## src/rtl/serial_adder_pkg.sv

```systemverilog
// Shared definitions for the bit-serial adder: state encoding and default operand width.
package serial_adder_pkg;

  localparam int WIDTH_DEFAULT = 8;

  typedef enum logic [1:0] {
    IDLE  = 2'd0,
    SHIFT = 2'd1,
    DONE  = 2'd2
  } state_e;

endpackage

```

## src/rtl/full_adder_cell.sv

```systemverilog
// Gate-level 1-bit full adder; the single arithmetic cell the serial adder reuses each cycle.
module full_adder_cell (
  input  logic a,
  input  logic b,
  input  logic ci,
  output logic s,
  output logic co
);

  logic axb;
  logic gen;
  logic prop;

  xor u_xor_ab  (axb, a, b);
  xor u_xor_sum (s, axb, ci);
  and u_and_gen (gen, a, b);
  and u_and_prp (prop, axb, ci);
  or  u_or_co   (co, gen, prop);

endmodule

```

## src/rtl/serial_adder_controller.sv

```systemverilog
// Bit-serial adder: captures A, B, C0 on start, adds one bit per cycle LSB-first
// through a single full-adder cell, and pulses done when the WIDTH-bit sum is complete.
//
// Handshake: start is a request sampled on each rising edge. It is accepted only in
// IDLE or DONE (busy=0); while busy=1 it is ignored. done is a one-cycle qualifier
// for S/C1, which then hold their value until the next accepted start.
module serial_adder_controller
  import serial_adder_pkg::*;
#(
  parameter int WIDTH = WIDTH_DEFAULT
) (
  input  logic             clk,
  input  logic             rst_n,
  input  logic             start,
  input  logic [WIDTH-1:0] A,
  input  logic [WIDTH-1:0] B,
  input  logic             C0,
  output logic             busy,
  output logic             done,
  output logic [WIDTH-1:0] S,
  output logic             C1,
  output logic [1:0]       dbg_state_o
);

  localparam int CW = $clog2(WIDTH + 1);
  localparam logic [CW-1:0] LAST_CNT = CW'(WIDTH - 1);

  state_e           state_q;
  logic [WIDTH-1:0] a_q;
  logic [WIDTH-1:0] b_q;
  logic [WIDTH-1:0] s_q;
  logic             c_q;
  logic [CW-1:0]    cnt_q;
  logic             busy_q;
  logic             done_q;
  logic             sum_d;
  logic             carry_d;

  full_adder_cell u_fa (
    .a  (a_q[0]),
    .b  (b_q[0]),
    .ci (c_q),
    .s  (sum_d),
    .co (carry_d)
  );

  always_ff @(posedge clk or negedge rst_n) begin
    if (!rst_n) begin
      state_q <= IDLE;
      a_q     <= '0;
      b_q     <= '0;
      s_q     <= '0;
      c_q     <= 1'b0;
      cnt_q   <= '0;
      busy_q  <= 1'b0;
      done_q  <= 1'b0;
    end else begin
      case (state_q)
        IDLE, DONE: begin
          done_q <= 1'b0;
          if (start) begin
            a_q     <= A;
            b_q     <= B;
            c_q     <= C0;
            cnt_q   <= '0;
            busy_q  <= 1'b1;
            state_q <= SHIFT;
          end else begin
            state_q <= IDLE;
          end
        end
        SHIFT: begin
          // Sum bits enter at the MSB so that after WIDTH shifts bit 0 sits at the LSB.
          s_q   <= {sum_d, s_q[WIDTH-1:1]};
          c_q   <= carry_d;
          a_q   <= a_q >> 1;
          b_q   <= b_q >> 1;
          cnt_q <= cnt_q + CW'(1);
          if (cnt_q == LAST_CNT) begin
            busy_q  <= 1'b0;
            done_q  <= 1'b1;
            state_q <= DONE;
          end
        end
        default: begin
          busy_q  <= 1'b0;
          done_q  <= 1'b0;
          state_q <= IDLE;
        end
      endcase
    end
  end

  // The carry register doubles as C1: after the last shift it holds the final carry.
  assign busy        = busy_q;
  assign done        = done_q;
  assign S           = s_q;
  assign C1          = c_q;
  assign dbg_state_o = state_q;

endmodule

```

## config.mk

```make
export PLATFORM = sky130hd
export DESIGN_NAME = serial_adder_controller
export DESIGN_NICKNAME = d
export VERILOG_FILES = /design/src/rtl/serial_adder_pkg.sv /design/src/rtl/full_adder_cell.sv /design/src/rtl/serial_adder_controller.sv
export SDC_FILE = /design/constraint.sdc
export NUM_CORES = 1
export LEC_CHECK = 0
export CORE_ASPECT_RATIO = 0.8
export CORE_MARGIN = 2
export CORE_UTILIZATION = 45
export DETAILED_ROUTE_END_ITERATION = 6
export HOLD_SLACK_MARGIN = 0.12
export PLACE_DENSITY = 0.73
export REMOVE_ABC_BUFFERS = 1
export SLEW_MARGIN = 10
export SYNTH_ARGS = -nofsm -noshare
export SYNTH_HDL_FRONTEND = slang
export SYNTH_SLANG_ARGS = --single-unit
```

## constraint.sdc

```tcl
create_clock -name clk -period 2.6 [get_ports clk]
set_input_delay 0.26 -clock clk [delete_from_list [all_inputs] [get_ports clk]]
set_output_delay 0.26 -clock clk [all_outputs]
set_load 0.02 [all_outputs]
```

Word level (Yosys, flattened, before mapping)
Cells that the tools add are included.
W data, S select, Z words.

word-level totals
  bits in registers = 33
  output and inout bits = 13
  word-level logic and storage cells = 40

operators by class
  add/sub/neg operators = 1
  equality and inequality tests = 5
  multiplexer cells = 16
  bitwise logic cells = 5
  reduce and logical (&&, ||, !) cells = 5

operator list
  operator               number
  $pmux W8 S2            2
  $mux W8                2
  $pmux W4 S2            1
  $mux W1                6
  $add A4 B1 Y4 const B  1
  $eq A4 B3 Y1 const B   1
  $mux W4                1
  $ne A2 B2 Y1 const B   2
  $pmux W1 S2            2
  $pmux W2 S2            1
  $reduce_and A2 Y1      2
  $and A1 B1 Y1          2
  $eq A2 B1 Y1 const B   1
  $eq A2 B2 Y1 const B   1
  $logic_not A2 Y1       1
  $mux W2                1
  $reduce_bool A2 Y1     1
  $reduce_or A2 Y1       1
  $xor A1 B1 Y1          2
  $or A1 B1 Y1           1

Logic depth before layout (Yosys ltp)
Gate-level depths: netlist of the first run.

  word-level depth = 4
  mapped depth = 5
  gate-level depth less buffers = 4

Hierarchy
Synthesis of the first run repeated with hierarchy kept, for this count alone.

unflattened totals
  cell total of the unflattened synthesis = 154
  area total of the unflattened synthesis = 1448.9 um^2

by module, submodules not included
  module                   times used  cells each  area each (um^2)  seq. area each (um^2)
  serial_adder_controller  1           153         1428.9            825.8
  full_adder_cell          1           1           20.0              0.0

Worst setup path after synthesis of the first run
OpenSTA, ideal clock, no wires.

  path kind = reg-to-reg
  from = register state_q[1] (netlist: dbg_state_o[1])
  to = register cnt_q[2]
  arrival = 1.149 ns
  path slack = 1.372 ns
  stages on the path, launching flop included = 5
  clock period less this slack = 1.228 ns
  cells stage by stage = dfrtp_1 -> nand2b_1 -> buf_6 -> mux2_4 -> mux2i_1

between the ends
  longest elaborated chain between the ends = 4
  elaborated cells between the ends (all ways) = 8

RTL lines
  element                                                              line                           text
  start, declared                                                      serial_adder_controller.sv:28  state_e state_q;
  start signal, assigned                                               serial_adder_controller.sv:49  state_q <= IDLE;
  start signal, assigned                                               serial_adder_controller.sv:67  state_q <= SHIFT;
  start signal, assigned                                               serial_adder_controller.sv:69  state_q <= IDLE;
  $eq A2 B2 Y1 or $logic_not A2 Y1 (tied branches)                     serial_adder_controller.sv:58  case (state_q)
  $reduce_or A2 Y1                                                     serial_adder_controller.sv:58
  $ne A2 B2 Y1 (no source line) or $reduce_bool A2 Y1 (tied branches)  -
  $reduce_and A2 Y1 (no source line)                                   -
  end signal, assigned                                                 serial_adder_controller.sv:78  cnt_q <= cnt_q + CW'(1);
  end, declared                                                        serial_adder_controller.sv:33  logic [CW-1:0] cnt_q;

Parallel ways exist; a longest one is shown, timed or not.
A chain may end at the register's enable or synchronous reset.

Worst setup path after layout of the first run
  from = register state_q[0] (netlist: dbg_state_o[0])
  to = output dbg_state_o[0]

RTL lines
  element        line                           text
  end, declared  serial_adder_controller.sv:22  output logic [1:0] dbg_state_o

No word-level cell between the ends.

==> results of run 1 <==
==> worst max-delay path by stage <==
stage	start	to	slack, ps
floorplan	dbg_state_o[0]	cnt_q[1]	970
global placement	start	a_q[7]	1050
detailed placement	start	a_q[7]	1020
CTS	dbg_state_o[0]	dbg_state_o[0]	1010
global route	dbg_state_o[0]	dbg_state_o[0]	970
finish	dbg_state_o[0]	dbg_state_o[0]	1010
==> logic make-up (layout without fill, tap and decap cells) <==
| group | count (synthesis) | after routing | synth area share, % |
|---|---|---|---|
| simple gates | 70 | 70 | 21.10 |
| flops | 33 | 33 | 57.79 |
| compound gates | 21 | 21 | 10.86 |
| buf+inv | 10 | 44 | 4.903 |
| mux | 3 | 3 | 2.452 |
| fa+ha+maj | 2 | 2 | 2.277 |
| xor+xnor | 1 | 1 | 0.6131 |
==> routing by layer <==
layer / part of all wire (%) / vias up
met5: 0 / -
met4: 2.4 / 0
met3: 7.6 / 6
met2: 45 / 38
met1: 45 / 520
li1: - / 539
==> cell usage in the layout, fill, tap and decap left out <==
master	netlist	layout
sky130_fd_sc_hd__a31oi_1	1	1
sky130_fd_sc_hd__clkdlybuf4s50_1	0	32
sky130_fd_sc_hd__clkbuf_8	0	7
sky130_fd_sc_hd__and2b_1	1	1
sky130_fd_sc_hd__mux2_4	1	1
sky130_fd_sc_hd__nor2b_1	1	1
sky130_fd_sc_hd__nand4_1	1	1
sky130_fd_sc_hd__a22o_1	3	3
sky130_fd_sc_hd__buf_4	3	4
sky130_fd_sc_hd__clkinv_2	0	1
sky130_fd_sc_hd__dfrtp_1	33	33
sky130_fd_sc_hd__xnor2_1	1	1
sky130_fd_sc_hd__nor2_1	6	6
sky130_fd_sc_hd__nand2_1	43	43
sky130_fd_sc_hd__o21a_1	1	1
sky130_fd_sc_hd__nand2b_1	2	2
sky130_fd_sc_hd__mux2i_1	2	2
sky130_fd_sc_hd__a22oi_1	14	14
sky130_fd_sc_hd__nand3_1	14	14
sky130_fd_sc_hd__fa_1	1	1
sky130_fd_sc_hd__ha_1	1	1
sky130_fd_sc_hd__nand3b_1	2	2
sky130_fd_sc_hd__o21ai_0	2	2
==> final cells by class <==
type / instances / area [sq um] / share of cell area [%]
Clock buffer: 7 / 96.34 / 5.178
Clock inverter: 1 / 5.005 / 0.2690
Multi-Input combinational cell: 97 / 533.0 / 28.65
Sequential cell: 33 / 825.8 / 44.38
Tap cell: 40 / 50.05 / 2.690
Timing Repair Buffer: 36 / 350.3 / 18.83
==> metrics by stage <==
| step | setup slack [ps] | instance area (sq um) | power, uW | instances | util (%) |
|---|---|---|---|---|---|
| CTS | 1005 | 1861 | 2283 | 214 | 60.74 |
| global route | 968.6 | 1861 | 2446 | 214 | 60.74 |
| floorplan | 965.2 | 1359 | 1475 | 130 | - |
| finish | 1009 | 1861 | 2257 | 214 | 60.74 |
| detailed placement | 1016 | 1759 | 1853 | 206 | 57.43 |
| global placement | 1051 | 1759 | 1816 | 206 | 57.43 |
==> sequential cells by signal, indices dropped and copies added, names as in the netlist <==
signal,cells
b_q,8
dbg_state_o,2
S,8
cnt_q,4
done,1
a_q,8
busy,1
C1,1
==> power groups by stage <==
stage	clock [uW]	combinational [uW]	sequential, uW
floorplan	0	504	970
global placement	0	929	887
detailed placement	0	956	897
CTS	432	960	891
global route	457	1070	917
finish	421	947	888
==> flow_summary.ini, run 1 <==
[detailed_routing]
drt-pass1-iter-count = 4
route.vias.total = 1103
routed_via_density = 5.154
post-route-drc-count = 0
avgRoutedWirePerCell_um = 13.08
dr.first_iter.drc_count = 56
ant_nets = 0
route.final.wire_length_mm = 2.799

[timing]
unrepaired_setup_endpoints_after_global_routing = false
timing.clock.skew_ps = 6.645
final.period_utilization_pct = 61.19
setup_viol_count_final = 0
final.min_clock_period_ps = 1591
final-max-slew-violation-count = 0
max_freq_mhz = 628.6
tightestPinTransition_ps = 651.2
finalHoldWorstSlack_ps = 379.9
maxSlewHeadroom_pct = 56.58
setup_total_negative_slack_ps = 0
finalHoldViolations = 0

[clocking]
tritoncts_num_sinks = 33
clock_tree.root_cell = sky130_fd_sc_hd__clkbuf_8
cts_max_level = 2
ctsLongestPathBuffers = 2
cts-resized-gates = 0
clkTransAtPathRegs_ps = 70
clock_insertion_delay_worst_skew_ps = 290
cts_buffers = 5
hold_buffers = 0
cts_tree = built
cts.repair_timing.setup_buffer_count = 0

[floorplanning]
die_w_um = 67
start_util_pct = 46.65
floorplan.die.height_um = 54.40
design.portCount = 33
fp-row-count = 18
core_area_sq_um = 3063
design.die.area_sq_um = 3645

[setup_path]
worstSetupStartpointType = register
cp_max_fo = 6
worst_path_max_delay_cell = sky130_fd_sc_hd__clkdlybuf4s50_1
crit_chain = clkdlybuf4s50_1
worst_ep_required_time_ps = 2340
crit-reg2reg-capture = C1
timing.critical_path.max_delay_family = buffers and inverters
crit_cells = 1
worst_r2r_startpoint = dbg_state_o[1]
critPathKind = reg -> out
regToRegSetupSlack_ps = 1120
cp.buffers_inverters = 1
end_kind = output port
reg2regPathDepth = 4
cp_slowest_stage_delay_ps = 630
arrival_time_at_the_worst_endpoint_ps = 1330

[grt]
globalRouteMet1Util_pct = 22.86
top_usage_layer = met2
global_route_wire_length_before_repair_mm = 4.712
largest_net_degree_at_the_start_of_global_routing = 34
grt_util_all_layers_pct = 18.02
groute.layer.met3.usage_pct = 5.761
antenna_violations_before_repair = 0
gr-total-overflow = 0
grt.met2_usage_pct = 27.56
first_global_vias = 1043

[power]
sw_frac_of_total_pct = 37.60
worst_ir_drop_vdd_mv = 0.4697
total_leakage_power_uw = 0.0008865
netSwitchingPower_uw = 848.6
power_density_nw_per_um2 = 1213
p_clk_share_pct = 18.7
pwr-share-comb_pct = 42.0
intPower_uw = 1408
seq_power_share_pct = 39.4

[cells_and_area]
final.fill_count = 248
syn2layout_area_growth_pct = 30.21
drive_above_1_share_pct = 7.471
design.final.nets = 195
num_antenna_cells = 0

[placed_design]
hpwlAfterDp_mm = 1.832
numPortBuffers = 32
gpl.final_weighted_congestion = 0.6710

[synthesis]
syn_avg_cell_area_sq_um = 10.21
post-synth-top-count-cell = sky130_fd_sc_hd__nand2_1
yosysTopAreaCellShare_pct = 57.79
synth_top_cells_by_count = sky130_fd_sc_hd__nand2_1 (43), sky130_fd_sc_hd__dfrtp_1 (33), sky130_fd_sc_hd__a22oi_1 (14), sky130_fd_sc_hd__nand3_1 (14), sky130_fd_sc_hd__nor2_1 (6)
number_of_storage_elements_in_the_synthesis_netlist = 33
synth_cell_types = 22
synth_enable_flop_cells = 0
yosys_warnings = 0
summed_instance_area_of_the_synthesized_netlist_sq_um = 1429
synth-main-ff-cell = sky130_fd_sc_hd__dfrtp_1
synthesis.instances = 140
library_cell_with_the_largest_summed_area_after_synthesis = sky130_fd_sc_hd__dfrtp_1
dominant_cells_by_area_after_synthesis = sky130_fd_sc_hd__dfrtp_1 (58%), sky130_fd_sc_hd__nand2_1 (11%), sky130_fd_sc_hd__a22oi_1 (7.4%), sky130_fd_sc_hd__nand3_1 (4.9%), sky130_fd_sc_hd__a22o_1 (1.8%)
asyncSetResetFlopFracSynth_pct = 100.0
yosysSeqAreaShare_pct = 57.79

[run_status]
status = completed

[worst_hold_path]
worst_hold_path_type = in -> async

[run]
max-cap-violations = 0
Power figures use the tool's default switching activity.
==> run 2, diff against run 1 <==
Settings changed: CORE_UTILIZATION 45 to 44, PLACE_DENSITY 0.73 to 0.74.
Clock period 2.6 ns to 1.35 ns, I/O delays scaled along.
==> flow_summary.ini, run 2 (synthesized netlist as in run 1, its figures left out) <==
[run_status]
status = completed

[grt]
largest_net_degree_at_the_start_of_global_routing = 34
antenna_violations_before_repair = 0
grt_util_all_layers_pct = 19.28
first_global_vias = 1082
global_route_wire_length_before_repair_mm = 5.064
gr-total-overflow = 0

[floorplanning]
floorplan.die.height_um = 54.97
design.portCount = 33
core_area_sq_um = 3085
design.die.area_sq_um = 3722
die_w_um = 67.71
start_util_pct = 46.31
fp-row-count = 18

[clocking]
clkTransAtPathRegs_ps = 70
cts_tree = built
clock_insertion_delay_worst_skew_ps = 280
tritoncts_num_sinks = 33
cts.repair_timing.setup_buffer_count = 0
clock_tree.root_cell = sky130_fd_sc_hd__clkbuf_8
ctsLongestPathBuffers = 2
cts-resized-gates = 13
cts_max_level = 2
hold_buffers = 0
cts_buffers = 5

[detailed_routing]
route.vias.total = 1117
routed_via_density = 5.147
dr.first_iter.drc_count = 56
wirelength_met1_mm = 1.366
drt-pass1-iter-count = 4
detailroute.wirelength.met2_mm = 1.376
top_signal_layer_used = met3
met3WireLength_um = 175
ant_nets = 0
avgRoutedWirePerCell_um = 13.45
route.final.wire_length_mm = 2.918
post-route-drc-count = 0

[setup_path]
critPathKind = reg -> reg
reg2regPathDepth = 4
worstSetupStartpointType = register
worst_r2r_startpoint = dbg_state_o[0]
crit-reg2reg-capture = b_q[4]
cp_max_fo = 8
regToRegSetupSlack_ps = 100
end_kind = register
worst_ep_required_time_ps = 1510
arrival_time_at_the_worst_endpoint_ps = 1410

[timing]
final.period_utilization_pct = 92.93
finalHoldWorstSlack_ps = 216.8
max_freq_mhz = 797.1
timing.clock.skew_ps = 8.817
finalHoldViolations = 0
maxSlewHeadroom_pct = 81.91
setup_viol_count_final = 0
setup_ws_ps = 95.49
final-max-slew-violation-count = 0
tightestPinTransition_ps = 270.7
setup_total_negative_slack_ps = 0
final.min_clock_period_ps = 1255
unrepaired_setup_endpoints_after_global_routing = false

[cells_and_area]
drive_above_1_share_pct = 8.475
final.fill_count = 257
design.final.nets = 198
area.sequential_sq_um = 825.8
num_antenna_cells = 0
layout.cells.most_common = sky130_fd_sc_hd__nand2_1
highest_count_cells_in_the_layout_ignoring_fill_and_taps = sky130_fd_sc_hd__nand2_1 (43), sky130_fd_sc_hd__dfrtp_1 (33), sky130_fd_sc_hd__clkdlybuf4s50_1 (19), sky130_fd_sc_hd__a22oi_1 (14), sky130_fd_sc_hd__nand3_1 (14)
multiInputGateArea_sq_um = 533.0
syn2layout_area_growth_pct = 31.96
layout.cells.non_filler = 217

[run]
max-cap-violations = 0

[placed_design]
gpl.final_weighted_congestion = 0.8074
hpwlAfterDp_mm = 2.025
dpl_worst_slack_ps = 2.848
numPortBuffers = 32
dpl.cell_count = 209

[power]
power_density_nw_per_um2 = 2267
worst_ir_drop_vdd_mv = 1.210
total_leakage_power_uw = 0.0009398

[worst_hold_path]
worst_hold_path_type = in -> async
==> run 2: cell types whose count changed in the layout (fill, tap and decap cells not counted) <==
cell	delta
sky130_fd_sc_hd__clkdlybuf4s50_1	-13
sky130_fd_sc_hd__clkinv_2	+1
sky130_fd_sc_hd__dlygate4sd2_1	+13
sky130_fd_sc_hd__buf_12	+3
sky130_fd_sc_hd__clkbuf_8	-2
sky130_fd_sc_hd__clkbuf_1	+1
==> run 2: routing by layer <==
layer	global-route usage, %	vias up
li1	-	548
met1	24.70	533
met2	30.39	36
met3	7.692	0
met4	5.782	0
met5	0	-
==> run 2: through the flow <==
| stage | total power, uW | instance area (sq um) | util (%) |
|---|---|---|---|
| finish | 4274 | 1886 | 61.11 |
| global route | 4678 | 1886 | 61.11 |
| CTS | 4335 | 1886 | 61.11 |
| detailed placement | 3738 | 1819 | 58.96 |
| global placement | 3622 | 1819 | 58.96 |
| floorplan | 2841 | 1359 | - |
==> run 2: worst max path at each step <==
stage                     slack [ps]  endpoint            from  cells past startpoint
after floorplan                 -280  cnt_q[1]  dbg_state_o[0]                      3
after global placement            20    b_q[7]           start                      4
after detailed placement           3  cnt_q[1]           start                      4
after CTS                         90  cnt_q[0]  dbg_state_o[1]                      4
after global routing               2    a_q[0]  dbg_state_o[0]                      4
final                            100    b_q[4]  dbg_state_o[0]                      4
==> run 2: worst max-delay path, stage by stage (launching register included) <==
cell                      delay (ps)
sky130_fd_sc_hd__dfrtp_1         410
sky130_fd_sc_hd__and2b_1         260
sky130_fd_sc_hd__buf_4           200
sky130_fd_sc_hd__a22oi_1         200
sky130_fd_sc_hd__nand2_1          70
==> run 2: power breakdown <==
part / internal [uW] / switching, uW / leakage, uW
clock network: 357 / 337 / 0.0000450
registers: 1420 / 296 / 0.000415
logic: 824 / 1040 / 0.000480
==> run 2: cell type report <==
type / instances / area share, %
Clock buffer: 6 / 3.849
Clock inverter: 2 / 0.5309
Timing Repair Buffer: 39 / 20.90
Multi-Input combinational cell: 97 / 28.27
Sequential cell: 33 / 43.80
Tap cell: 40 / 2.654
==> run 3, diff against run 2 <==
Settings changed: CORE_UTILIZATION 44 to 45, PLACE_DENSITY 0.74 to not set, PLACE_DENSITY_LB_ADDON set to 0.08.
Clock period 1.35 ns to 1.6 ns, I/O delays scaled along.
==> flow_summary.ini, run 3 (synthesized netlist as in run 1, its figures left out) <==
[cells_and_area]
syn2layout_area_growth_pct = 30.82
final.fill_count = 270
multiInputGateArea_sq_um = 533.0
num_antenna_cells = 0
highest_count_cells_in_the_layout_ignoring_fill_and_taps = sky130_fd_sc_hd__nand2_1 (43), sky130_fd_sc_hd__dfrtp_1 (33), sky130_fd_sc_hd__clkdlybuf4s50_1 (32), sky130_fd_sc_hd__a22oi_1 (14), sky130_fd_sc_hd__nand3_1 (14)
drive_above_1_share_pct = 7.865
layout.cells.most_common = sky130_fd_sc_hd__nand2_1
area.sequential_sq_um = 825.8
design.final.nets = 199

[clocking]
tritoncts_num_sinks = 33
ctsLongestPathBuffers = 2
hold_buffers = 0
cts-resized-gates = 0
cts_tree = built
clock_insertion_delay_worst_skew_ps = 280
cts_max_level = 2
cts.repair_timing.setup_buffer_count = 0
clkTransAtPathRegs_ps = 60
cts_buffers = 5
clock_tree.root_cell = sky130_fd_sc_hd__clkbuf_8

[placed_design]
dpl_worst_slack_ps = 217.7
hpwlAfterDp_mm = 1.941
gpl.final_weighted_congestion = 0.7270
numPortBuffers = 32

[grt]
gr-total-overflow = 0
largest_net_degree_at_the_start_of_global_routing = 34
grt_util_all_layers_pct = 18.19
antenna_violations_before_repair = 0
first_global_vias = 1043
global_route_wire_length_before_repair_mm = 4.692

[floorplanning]
design.portCount = 33
fp-row-count = 18
die_w_um = 67
start_util_pct = 46.65
floorplan.die.height_um = 54.40
design.die.area_sq_um = 3645
core_area_sq_um = 3063

[setup_path]
cp_max_fo = 3
cp.buffers_inverters = 1
worst_path_max_delay_cell = sky130_fd_sc_hd__clkdlybuf4s50_1
worst_ep_required_time_ps = 1440
worstSetupStartpointType = register
end_kind = output port
timing.critical_path.max_delay_family = buffers and inverters
arrival_time_at_the_worst_endpoint_ps = 1310
cp_slowest_stage_delay_ps = 620
crit_chain = clkdlybuf4s50_1
critPathKind = reg -> out

[detailed_routing]
routed_via_density = 5.009
post-route-drc-count = 0
drt-pass1-iter-count = 4
route.final.wire_length_mm = 2.736
ant_nets = 0
dr.first_iter.drc_count = 32
route.vias.total = 1092
avgRoutedWirePerCell_um = 12.55

[timing]
setup_ws_ps = 135.0
final.period_utilization_pct = 91.56
final.min_clock_period_ps = 1465
finalHoldWorstSlack_ps = 271.4
tightestPinTransition_ps = 403.6
maxSlewHeadroom_pct = 73.10
finalHoldViolations = 0
timing.clock.skew_ps = 2.174
setup_total_negative_slack_ps = 0
setup_viol_count_final = 0
final-max-slew-violation-count = 0
max_freq_mhz = 682.6
unrepaired_setup_endpoints_after_global_routing = false

[run_status]
status = completed

[run]
max-cap-violations = 0

[power]
power_density_nw_per_um2 = 1945
worst_ir_drop_vdd_mv = 1.061
total_leakage_power_uw = 0.0008910

[worst_hold_path]
worst_hold_path_type = in -> async
run 3: cell types whose count changed in the layout (fill, tap and decap cells not counted), sizes merged:
cell and delta:
dlygate4sd2 -13, buf +1, clkbuf +2, clkinv -2
clkdlybuf4s50 +13
run 3: routing by layer:
| layer | vias to the layer above | GRT usage [%] | wire, um |
|---|---|---|---|
| met3 | 5 | 7.202 | 169 |
| met1 | 514 | 23.92 | 1268 |
| met5 | - | 0 | 0 |
| met2 | 26 | 27.72 | 1267 |
| met4 | 0 | 6.122 | 30 |
| li1 | 547 | - | - |
run 3: area by class of cell:
class	count	area share (%)
Timing Repair Buffer	40	20.35
Tap cell	40	2.677
Multi-Input combinational cell	97	28.51
Sequential cell	33	44.18
Clock buffer	8	4.284
run 3: final timing paths:
check	cells after the start	slack [ps]	startpoint	endpoint
max in group asynchronous	2	1040	rst_n	S[3]
min in group clk	3	450	C0	C1
max reg2reg	4	290	dbg_state_o[1]	C1
max	1	130	C1	C1
min reg2reg	2	480	S[0]	S[0]
min	2	270	rst_n	cnt_q[2]
run 3: where the power goes:
group | switching [uW] | internal, uW | leakage (uW) | total, uW
Sequential | 239 | 1200 | 0.000415 | 1440
Combinational | 863 | 748 | 0.000437 | 1610
Clock | 274 | 308 | 0.0000395 | 582
run 3: per-stage QoR:
stage	std cells	area, sq um	power (uW)	utilization, %
2_1_floorplan	130	1359	2397	-
3_3_place_gp	210	1789	3020	58.41
3_5_place_dp	210	1789	3085	58.41
4_1_cts	218	1869	3678	61.03
5_1_grt	218	1869	3971	61.03
6_report	218	1869	3635	61.03
